==> config.mk <==
export PLATFORM = sky130hd
export DESIGN_NAME = store_buffer
export DESIGN_NICKNAME = d
export VERILOG_FILES = /design/src/rtl/store_buffer_pkg.sv /design/src/rtl/store_lane_align.sv /design/src/rtl/store_buffer.sv
export SDC_FILE = /design/constraint.sdc
export NUM_CORES = 1
export LEC_CHECK = 0
export CAP_MARGIN = 10
export CORE_ASPECT_RATIO = 1.25
export CORE_MARGIN = 2
export CORE_UTILIZATION = 50
export DETAILED_ROUTE_END_ITERATION = 16
export PLACE_DENSITY = 0.85
export SLEW_MARGIN = 20
export SYNTH_ARGS = -nofsm -noshare
export SYNTH_HDL_FRONTEND = slang
export SYNTH_SLANG_ARGS = --single-unit
==> constraint.sdc <==
create_clock -name clk -period 4.3 [get_ports clk]
set_input_delay 0.86 -clock clk [delete_from_list [all_inputs] [get_ports clk]]
set_output_delay 0.86 -clock clk [all_outputs]
set_load 0.01 [all_outputs]
==> src/rtl/store_buffer_pkg.sv <==
// Shared types for the store buffer: size encodings, the queued entry layout and
// the byte-enable helper used by both the store path and the load-overlap path.
package store_buffer_pkg;

  localparam int MAX_W     = 64;
  localparam int MAX_BYTES = MAX_W / 8;

  typedef enum logic [1:0] {
    SZ_B = 2'd0,
    SZ_H = 2'd1,
    SZ_W = 2'd2,
    SZ_D = 2'd3
  } size_e;

  // Sized for the widest bus; narrower instances leave the upper bits zero.
  typedef struct packed {
    logic [31:0]           addr;
    logic [MAX_W-1:0]      wdata;
    logic [MAX_BYTES-1:0]  byteen;
    logic [31:0]           pc;
  } entry_t;

  function automatic logic [MAX_BYTES-1:0] byteen_of(input size_e size,
                                                     input logic [2:0] offset);
    logic [MAX_BYTES-1:0] ones;
    case (size)
      SZ_B:    ones = 8'h01;
      SZ_H:    ones = 8'h03;
      SZ_W:    ones = 8'h0F;
      default: ones = 8'hFF;
    endcase
    return ones << offset;
  endfunction

endpackage

==> src/rtl/store_lane_align.sv <==
// Maps (address offset, size, right-justified data) onto bus lanes: lane-aligned
// write data with idle lanes zeroed, byte enables, and a misalignment flag.
module store_lane_align
  import store_buffer_pkg::*;
#(
  parameter  int DATA_W = 32,
  localparam int BYTES  = DATA_W / 8,
  localparam int OFF    = $clog2(BYTES)
) (
  input  logic [OFF-1:0]    offset_i,
  input  logic [1:0]        size_i,
  input  logic [DATA_W-1:0] data_i,
  output logic [DATA_W-1:0] wdata_o,
  output logic [BYTES-1:0]  byteen_o,
  output logic              misaligned_o
);

  size_e                size;
  logic [MAX_BYTES-1:0] be_full;
  logic [MAX_BYTES-1:0] lane_keep;
  logic [DATA_W-1:0]    keep;
  logic [OFF-1:0]       align_mask;
  logic                 illegal_size;
  logic                 unused_hi;

  assign size      = size_e'(size_i);
  assign be_full   = byteen_of(size, 3'(offset_i));
  assign lane_keep = byteen_of(size, 3'd0);
  assign byteen_o  = be_full[BYTES-1:0];
  assign unused_hi = ^{be_full, lane_keep};

  // NOTE: every output of a combinational block is assigned on every path
  // (here by a loop covering all lanes), so no latch can be inferred.
  always_comb begin
    for (int b = 0; b < BYTES; b++) begin
      keep[8*b +: 8] = {8{lane_keep[b]}};
    end
  end

  // Masking before the shift guarantees lanes outside the access read as zero.
  assign wdata_o = (data_i & keep) << {offset_i, 3'b000};

  assign align_mask   = OFF'((4'd1 << size_i) - 4'd1);
  assign illegal_size = (DATA_W == 32) && (size == SZ_D);
  assign misaligned_o = illegal_size || (|(offset_i & align_mask));

endmodule

==> src/rtl/store_buffer.sv <==
// In-order store queue between the M stage and the data-memory bus, with
// misaligned-store detection and a load-overlap hazard flag.
module store_buffer
  import store_buffer_pkg::*;
#(
  parameter  int DATA_W = 32,
  parameter  int DEPTH  = 4,
  localparam int BYTES  = DATA_W / 8,
  localparam int OFF    = $clog2(BYTES),
  localparam int PW     = $clog2(DEPTH),
  localparam int CW     = PW + 1
) (
  input  logic              clk,
  input  logic              reset,
  input  logic              st_valid,
  output logic              st_ready,
  input  logic [31:0]       st_addr,
  input  logic [DATA_W-1:0] st_data,
  input  logic [1:0]        st_size,
  input  logic [31:0]       st_pc,
  output logic              st_exc,
  input  logic              ld_valid,
  input  logic [31:0]       ld_addr,
  input  logic [1:0]        ld_size,
  output logic              ld_hit,
  output logic              m_valid,
  input  logic              m_ready,
  output logic [31:0]       m_data_addr,
  output logic [DATA_W-1:0] m_data_wdata,
  output logic [BYTES-1:0]  m_data_byteen,
  output logic [31:0]       m_inst_addr,
  output logic [CW-1:0]     count,
  output logic              empty
);

  entry_t            mem_q [DEPTH];
  logic [DEPTH-1:0]  valid_q, valid_d;
  logic [PW-1:0]     wr_ptr_q, wr_ptr_d;
  logic [PW-1:0]     rd_ptr_q, rd_ptr_d;
  logic [CW-1:0]     count_q, count_d;

  logic              full, enq, deq, hit;
  logic [DATA_W-1:0] st_wdata, ld_wdata;
  logic [BYTES-1:0]  st_be, ld_be;
  logic              st_mis, ld_mis;
  entry_t            new_e, head_e;
  logic              unused_bits;

  store_lane_align #(.DATA_W(DATA_W)) u_st_align (
    .offset_i     (st_addr[OFF-1:0]),
    .size_i       (st_size),
    .data_i       (st_data),
    .wdata_o      (st_wdata),
    .byteen_o     (st_be),
    .misaligned_o (st_mis)
  );

  // Only the byte enables matter for a load; data and alignment are ignored.
  store_lane_align #(.DATA_W(DATA_W)) u_ld_align (
    .offset_i     (ld_addr[OFF-1:0]),
    .size_i       (ld_size),
    .data_i       ('0),
    .wdata_o      (ld_wdata),
    .byteen_o     (ld_be),
    .misaligned_o (ld_mis)
  );

  assign full     = (count_q == CW'(DEPTH));
  assign st_ready = !full;
  assign st_exc   = st_valid && st_mis;
  assign enq      = st_valid && st_ready && !st_mis;
  assign m_valid  = (count_q != '0);
  assign deq      = m_valid && m_ready;

  always_comb begin
    new_e                     = '0;
    new_e.addr                = {st_addr[31:OFF], {OFF{1'b0}}};
    new_e.wdata[DATA_W-1:0]   = st_wdata;
    new_e.byteen[BYTES-1:0]   = st_be;
    new_e.pc                  = st_pc;
  end

  always_comb begin
    valid_d  = valid_q;
    wr_ptr_d = wr_ptr_q;
    rd_ptr_d = rd_ptr_q;
    count_d  = count_q;
    if (deq) begin
      valid_d[rd_ptr_q] = 1'b0;
      rd_ptr_d          = rd_ptr_q + PW'(1);
    end
    if (enq) begin
      valid_d[wr_ptr_q] = 1'b1;
      wr_ptr_d          = wr_ptr_q + PW'(1);
    end
    case ({enq, deq})
      2'b10:   count_d = count_q + CW'(1);
      2'b01:   count_d = count_q - CW'(1);
      default: count_d = count_q;
    endcase
  end

  // NOTE: state registers use non-blocking assignments so every flop samples
  // the pre-edge value of every other flop, independent of block ordering.
  always_ff @(posedge clk) begin
    if (reset) begin
      valid_q  <= '0;
      wr_ptr_q <= '0;
      rd_ptr_q <= '0;
      count_q  <= '0;
    end else begin
      valid_q  <= valid_d;
      wr_ptr_q <= wr_ptr_d;
      rd_ptr_q <= rd_ptr_d;
      count_q  <= count_d;
    end
  end

  // NOTE: the entry array is deliberately not reset; valid_q and count_q gate
  // every use of it, so stale contents are never observable.
  always_ff @(posedge clk) begin
    if (enq) begin
      mem_q[wr_ptr_q] <= new_e;
    end
  end

  assign head_e        = mem_q[rd_ptr_q];
  assign m_data_addr   = m_valid ? head_e.addr                : '0;
  assign m_data_wdata  = m_valid ? head_e.wdata[DATA_W-1:0]   : '0;
  assign m_data_byteen = m_valid ? head_e.byteen[BYTES-1:0]   : '0;
  assign m_inst_addr   = m_valid ? head_e.pc                  : '0;
  assign count         = count_q;
  assign empty         = (count_q == '0);
  assign unused_bits   = ^{head_e, ld_wdata, ld_mis};

  // A draining head still blocks the load; an entry being written this cycle does not.
  always_comb begin
    hit = 1'b0;
    for (int i = 0; i < DEPTH; i++) begin
      if (valid_q[i] && (mem_q[i].addr[31:OFF] == ld_addr[31:OFF]) &&
          (|(mem_q[i].byteen[BYTES-1:0] & ld_be))) begin
        hit = 1'b1;
      end
    end
  end

  assign ld_hit = ld_valid && hit;

endmodule

==> results of run 1 <==
registers in the layout (all words and copies together) (netlist names), named ones only:
register,cells
wr_ptr_q,2
valid_q,4
mem_q,392
rd_ptr_q,2
count,3
metrics by stage:
step | area (sq um) | total power [mW]
6_report | 22200 | 11.6
5_1_grt | 22200 | 12.1
4_1_cts | 22100 | 11.8
3_5_place_dp | 20700 | 8.22
3_3_place_gp | 20700 | 8.18
2_1_floorplan | 17700 | 6.61
routing by layer:
metal	part of all wire	up-vias
met5	0.00065	-
met4	0.045	4
met3	0.070	116
met2	0.51	441
met1	0.37	5035
li1	-	4439
report_power, final:
part	switching (mW)	total (mW)	leakage [nW]	internal (mW)
combinational	1.53	3.44	2.70	1.90
clock	1.46	3.54	0.663	2.09
sequential	0.153	4.66	3.69	4.51
total	3.15	11.6	7.05	8.50
logic make-up after synthesis:
family | after synthesis | synth area share
AO/OA/AOI/OAI | 58 | 0.0205
XOR/XNOR | 124 | 0.0612
adder cells (fa/ha/maj) | 11 | 0.00804
buffers and inverters | 90 | 0.0238
flip-flops | 405 | 0.678
multiplexers | 115 | 0.135
other | 1 | 0.000211
AND/OR/NAND/NOR | 232 | 0.0733
cell type report:
class                           count  area, sq um
Clock inverter                     29          335
Fill cell                        2426        13000
Multi-Input combinational cell    542         5400
Timing Repair Buffer              268         2750
Antenna cell                        3         7.51
Tap cell                          474          593
Clock buffer                       44         1020
Inverter                           12         45.0
Sequential cell                   405        12000
how the worst min path moves through the flow:
stage,slack [ps],cells after the start,from,end
6_report,530,2,valid_q[1]$_SDFF_PP0_,valid_q[1]$_SDFF_PP0_
3_3_place_gp,500,2,valid_q[1]$_SDFF_PP0_,valid_q[1]$_SDFF_PP0_
2_1_floorplan,460,2,valid_q[0]$_SDFF_PP0_,valid_q[0]$_SDFF_PP0_
4_1_cts,530,2,count[2]$_SDFFE_PP0P_,count[2]$_SDFFE_PP0P_
3_5_place_dp,520,2,count[2]$_SDFFE_PP0P_,count[2]$_SDFFE_PP0P_
5_1_grt,570,2,valid_q[1]$_SDFF_PP0_,valid_q[1]$_SDFF_PP0_
placed cells by master, fill, tap and decap left out, drive strengths merged, types with 8 or more instances in the layout:
master	instances
mux4	98
a22oi	13
clkinv	22
dfxtp	13
buf	26
a21oi	11
nor2	26
o21ai	20
mux2i	9
mux2	8
nor4	8
nand4	28
xnor2	122
clkbuf	44
edfxtp	392
nand2	29
ha	9
and2	116
clkdlybuf4s50	238
inv	11
worst register-to-register path, stage by stage, from the launching register on:
cell     delay [ps]
dfxtp_1         400
or3_2           610
and2_1          410
ha_1            260
inv_1            70
fa_1            370
xor2_1          160
or3_1           300
a21oi_1         140
repair_timing:
action,4_1_cts,5_1_grt
hold endpoints to repair,0,0
pin swaps,0,0
gates resized for setup,4,14
endpoints found under the setup margin,1,1
==> impl_metrics.json, run 1 <==
{
  "fmax_ghz": 0.232,
  "ys_ff_latch": 405,
  "path_max_fanout": 4,
  "antenna_left": 0,
  "htreeDepth": 2,
  "drive_gt1_frac": 0.169,
  "place_inst": 1701,
  "ir_drop_uv": 338,
  "max_cap_violations": 0,
  "die_width_um": 172,
  "cp_slowest_cell": "clkdlybuf4s50_1",
  "clock_latency_ps": 540,
  "clkSinkCount": 405,
  "fin_crit_ps": 4300,
  "grt_pass1_wl_mm": 62.1,
  "worstPathRequired_ps": 3440,
  "track_usage": 0.227,
  "hpwl_mm": 28.1,
  "grt_util_met3": 0.0465,
  "synth.distinct_cells": 43,
  "cp_num_cells": 8,
  "r2r_end": "count[2]$_SDFFE_PP0P_",
  "area_growth_pct": 25.1,
  "cts_made_buffers": 40,
  "synth_edf_count": 392,
  "cts_setup_buffers": 0,
  "core_sq_um": 35200,
  "wl_per_cell_um": 23.4,
  "crit_buf_inv": 3,
  "end_kind": "output pin",
  "cp_data_arrival_time_ps": 3440,
  "use_met1": 0.278,
  "initial_core_util": 0.504,
  "grt_busiest_layer": "met2",
  "dr.first_iter.drc_count": 873,
  "row_count": 77,
  "critical_path.cell_chain": "clkdlybuf4s50_1 > xnor2_1 > nand4_1 > nor4_2 > nand3_1 > a41oi_2 > buf_4 > clkdlybuf4s50_1",
  "vias": 10035,
  "finalWorstSetupSlack_ps": -1.17,
  "synthTopCellsByArea": "edfxtp_1, mux4_2, xnor2_1",
  "synth.avg_cell_area_sq_um": 17.1,
  "period_share": 1.00,
  "cp-start-kind": "input pin",
  "timing.critical_path.mode_cell": "clkdlybuf4s50_1",
  "crit_path_start": "ld_addr[28]",
  "violations": "negative setup slack",
  "wirelength_mm": 41.5,
  "synth_area_leader_cell": "edfxtp_1",
  "cts.path.max_buffers": 3,
  "synth.cell_area_sq_um": 17700,
  "clkTransAtPathRegs_ps": 60,
  "hold_ws_ps": 530,
  "grt_max_degree": 65,
  "portBuffers": 242,
  "dp_slack_ps": -126,
  "dieArea_sq_um": 37000,
  "synthCells": 1036,
  "synth-async-reset-ratio": 0,
  "die_h_um": 215,
  "grt_use_met2": 0.386,
  "drc": 0,
  "r2r-start": "count[2]$_SDFFE_PP0P_",
  "grt_overflow_total": 0,
  "crit_type": "in2out",
  "ys_warn_count": 0,
  "synth.most_common_cell": "edfxtp_1",
  "hold_viol_final": 0,
  "synth_top_area_frac": 0.664,
  "antenna_found_initial": 4,
  "crit_path_end": "ld_hit",
  "cts_hold_buf": 0,
  "rr_worst_depth": 8,
  "setup_viol": 1,
  "max_stage_delay_ps": 540,
  "r2r_slack_ps": 1510,
  "ys_seq_area_frac": 0.678,
  "via_per_inst": 5.65,
  "hp-class": "reg2reg",
  "grt_pass1_vias": 10473,
  "outcome": "complete, but fails checks",
  "io_pins": 245,
  "powerDensity_nw_per_um2": 525,
  "tns_ps": -1.17,
  "first_pass_iters": 6,
  "skew_ps": 18.4,
  "ys.flop_type": "edfxtp_1",
  "drv_slew": 0,
  "slew_headroom": 0.438,
  "fin_cells": 1777,
  "nets": 1416,
  "gp_congestion": 0.992,
  "leakagePower_nw": 7.05,
  "cp_top_family": "buffers and inverters",
  "worstMarginPinSlew_ps": 839,
  "post-route-util": 0.631,
  "yosys-top-cells-count": "edfxtp_1, xnor2_1, and2_1",
  "cts_tree": "built",
  "root_buffer": "clkbuf_16"
}
Note: power is estimated with default switching activity, not from simulation.
==> run 2: changes to the inputs <==
- PLACE_DENSITY: 0.85 -> 0.84
- SLEW_MARGIN: 20 -> 40
- SYNTH_HIERARCHICAL: not set -> 1
==> run 2 against run 1 <==
Net effect:
- the flow now finishes without violations
- first-iteration DRC count grew 10%
- count of clock-buffer cells in the layout grew 3
- sequential share of layout area grew 0.65 points
- synthesized cell count shrank 2.1%
- die area shrank 0.14%
- cell area shrank 1.2%
- worst hold slack gained 15 ps
- cell count shrank 1.9%
- global-route usage shrank 0.43 points
- power shrank 1.9%
- critical path depth grew 2
==> impl_metrics.json, run 2 <==
{
  "outcome": "finished, final reports clean",
  "powerDensity_nw_per_um2": 521,
  "hold_viol_final": 0,
  "grt_pass1_vias": 10225,
  "period_share": 0.911,
  "grt_overflow_total": 0,
  "layout_commonest_cell": "edfxtp_1",
  "synth.cell_area_sq_um": 17700,
  "antenna_left": 0,
  "tns_ps": 0,
  "ys_warn_count": 6,
  "met3_length_mm": 2.97,
  "hpwl_mm": 28.0,
  "htreeDepth": 2,
  "clkTransAtPathRegs_ps": 60,
  "io_pins": 245,
  "regMostFlops": "mem_q",
  "initial_core_util": 0.504,
  "path_max_fanout": 4,
  "cp-start-kind": "input pin",
  "fin_crit_ps": 3920,
  "cts_tree": "built",
  "largest_register_ffs": 392,
  "diodes": 0,
  "top_layer": "met5",
  "cts_hold_buf": 0,
  "wl_per_cell_um": 23.5,
  "wirelength_mm": 40.9,
  "drive_gt1_frac": 0.152,
  "setup_viol": 0,
  "worstMarginPinSlew_ps": 735,
  "antenna_found_initial": 2,
  "vias": 9885,
  "first_pass_iters": 8,
  "portBuffers": 242,
  "wl_met2_mm": 21.4,
  "place_area_sq_um": 20700,
  "max_cap_violations": 0,
  "crit_type": "in2out",
  "gp_congestion": 0.920,
  "leakagePower_nw": 6.95,
  "ir_drop_uv": 450,
  "end_kind": "output pin",
  "via_per_inst": 5.67,
  "cts_made_buffers": 39,
  "die_width_um": 172,
  "root_buffer": "clkbuf_16",
  "rsz0062_at_grt": "no",
  "cts.path.max_buffers": 3,
  "synthCells": 1014,
  "mostFrequentLayoutCells": "edfxtp_1, clkdlybuf4s50_1, xnor2_1",
  "grt_max_degree": 61,
  "die_h_um": 214,
  "fmax_ghz": 0.255,
  "synth.avg_cell_area_sq_um": 17.5,
  "clkSinkCount": 405,
  "clock_latency_ps": 530,
  "drv_slew": 0,
  "dr.first_iter.drc_count": 964,
  "hp-class": "reg2reg",
  "row_count": 77,
  "nFillCells": 2453,
  "worstPathRequired_ps": 3440,
  "cts_setup_buffers": 0,
  "drc": 0,
  "m1WireLength_mm": 14.9,
  "dieArea_sq_um": 37000,
  "skew_ps": 23.6,
  "slew_headroom": 0.510,
  "grt_pass1_wl_mm": 60.8,
  "nets": 1391,
  "area_growth_pct": 23.8,
  "track_usage": 0.222,
  "design_area_sq_um": 21900,
  "cp_data_arrival_time_ps": 3060,
  "core_sq_um": 35200
}
## run 2: per-stage QoR
| stage | setup slack, ps | total power [mW] | std cells | utilization | hold slack [ps] |
|---|---|---|---|---|---|
| floorplan | 773 | 6.60 | 1015 | - | 465 |
| global placement | 52.7 | 8.20 | 1677 | 0.588 | 513 |
| detailed placement | 10.2 | 8.24 | 1677 | 0.588 | 523 |
| CTS | 1.75 | 11.6 | 1744 | 0.623 | 542 |
| global route | 271 | 11.9 | 1744 | 0.623 | 582 |
| finish | 385 | 11.4 | 1744 | 0.623 | 545 |
## run 2: worst paths after layout
| kind | from | end | slack, ps | cells past startpoint |
|---|---|---|---|---|
| worst min-delay path | valid_q[3]$_SDFF_PP0_ | valid_q[3]$_SDFF_PP0_ | 540 | 2 |
| worst min register to register | valid_q[3]$_SDFF_PP0_ | valid_q[3]$_SDFF_PP0_ | 540 | 2 |
| worst max-delay path | ld_size[1] | ld_hit | 380 | 10 |
| worst max register to register | count[2]$_SDFFE_PP0P_ | count[2]$_SDFFE_PP0P_ | 1690 | 8 |
## run 2: routing by layer
layer  track usage  vias to the layer above
li1              -                     4351
met5             0                        -
met3        0.0389                      102
met2         0.389                      471
met1         0.274                     4957
met4        0.0868                        4
## run 2: layout make-up
cell class / instances / area, sq um / share of cell area
multi-input combinational: 517 / 5230 / 0.238
clock buffer: 47 / 1050 / 0.0478
inverter: 13 / 53.8 / 0.00245
timing repair buffer: 268 / 2770 / 0.126
clock inverter: 20 / 188 / 0.00856
sequential: 405 / 12000 / 0.549
tap: 474 / 593 / 0.0271
## run 2: worst max-delay path, cell delays in order
cell and delay (ps):
clkdlybuf4s50_1 440, or2_1 250, nor2_1 170, nor2_2 110
a22o_1 200, a221oi_1 450, nor4_1 130, nand3_1 110
a41oi_1 120, dlymetal6s2s_1 220
## run 2: timing repair
| item | 4_1_cts | 5_1_grt |
|---|---|---|
| endpoints found under the setup margin | 0 | 1 |
| hold endpoints to repair | 0 | 0 |
| resized for setup | 0 | 5 |
## run 2: power by group
| part | total (mW) | switching (mW) | internal, mW |
|---|---|---|---|
| logic | 3.43 | 1.52 | 1.91 |
| clock network | 3.33 | 1.41 | 1.92 |
| registers | 4.67 | 0.156 | 4.51 |
| total | 11.4 | 3.08 | 8.34 |
==> run 3: changes to the inputs <==
- SLEW_MARGIN: 40 -> 20
==> results of run 3 <==
Final layout, timing and power as in run 2 (identical DEF).
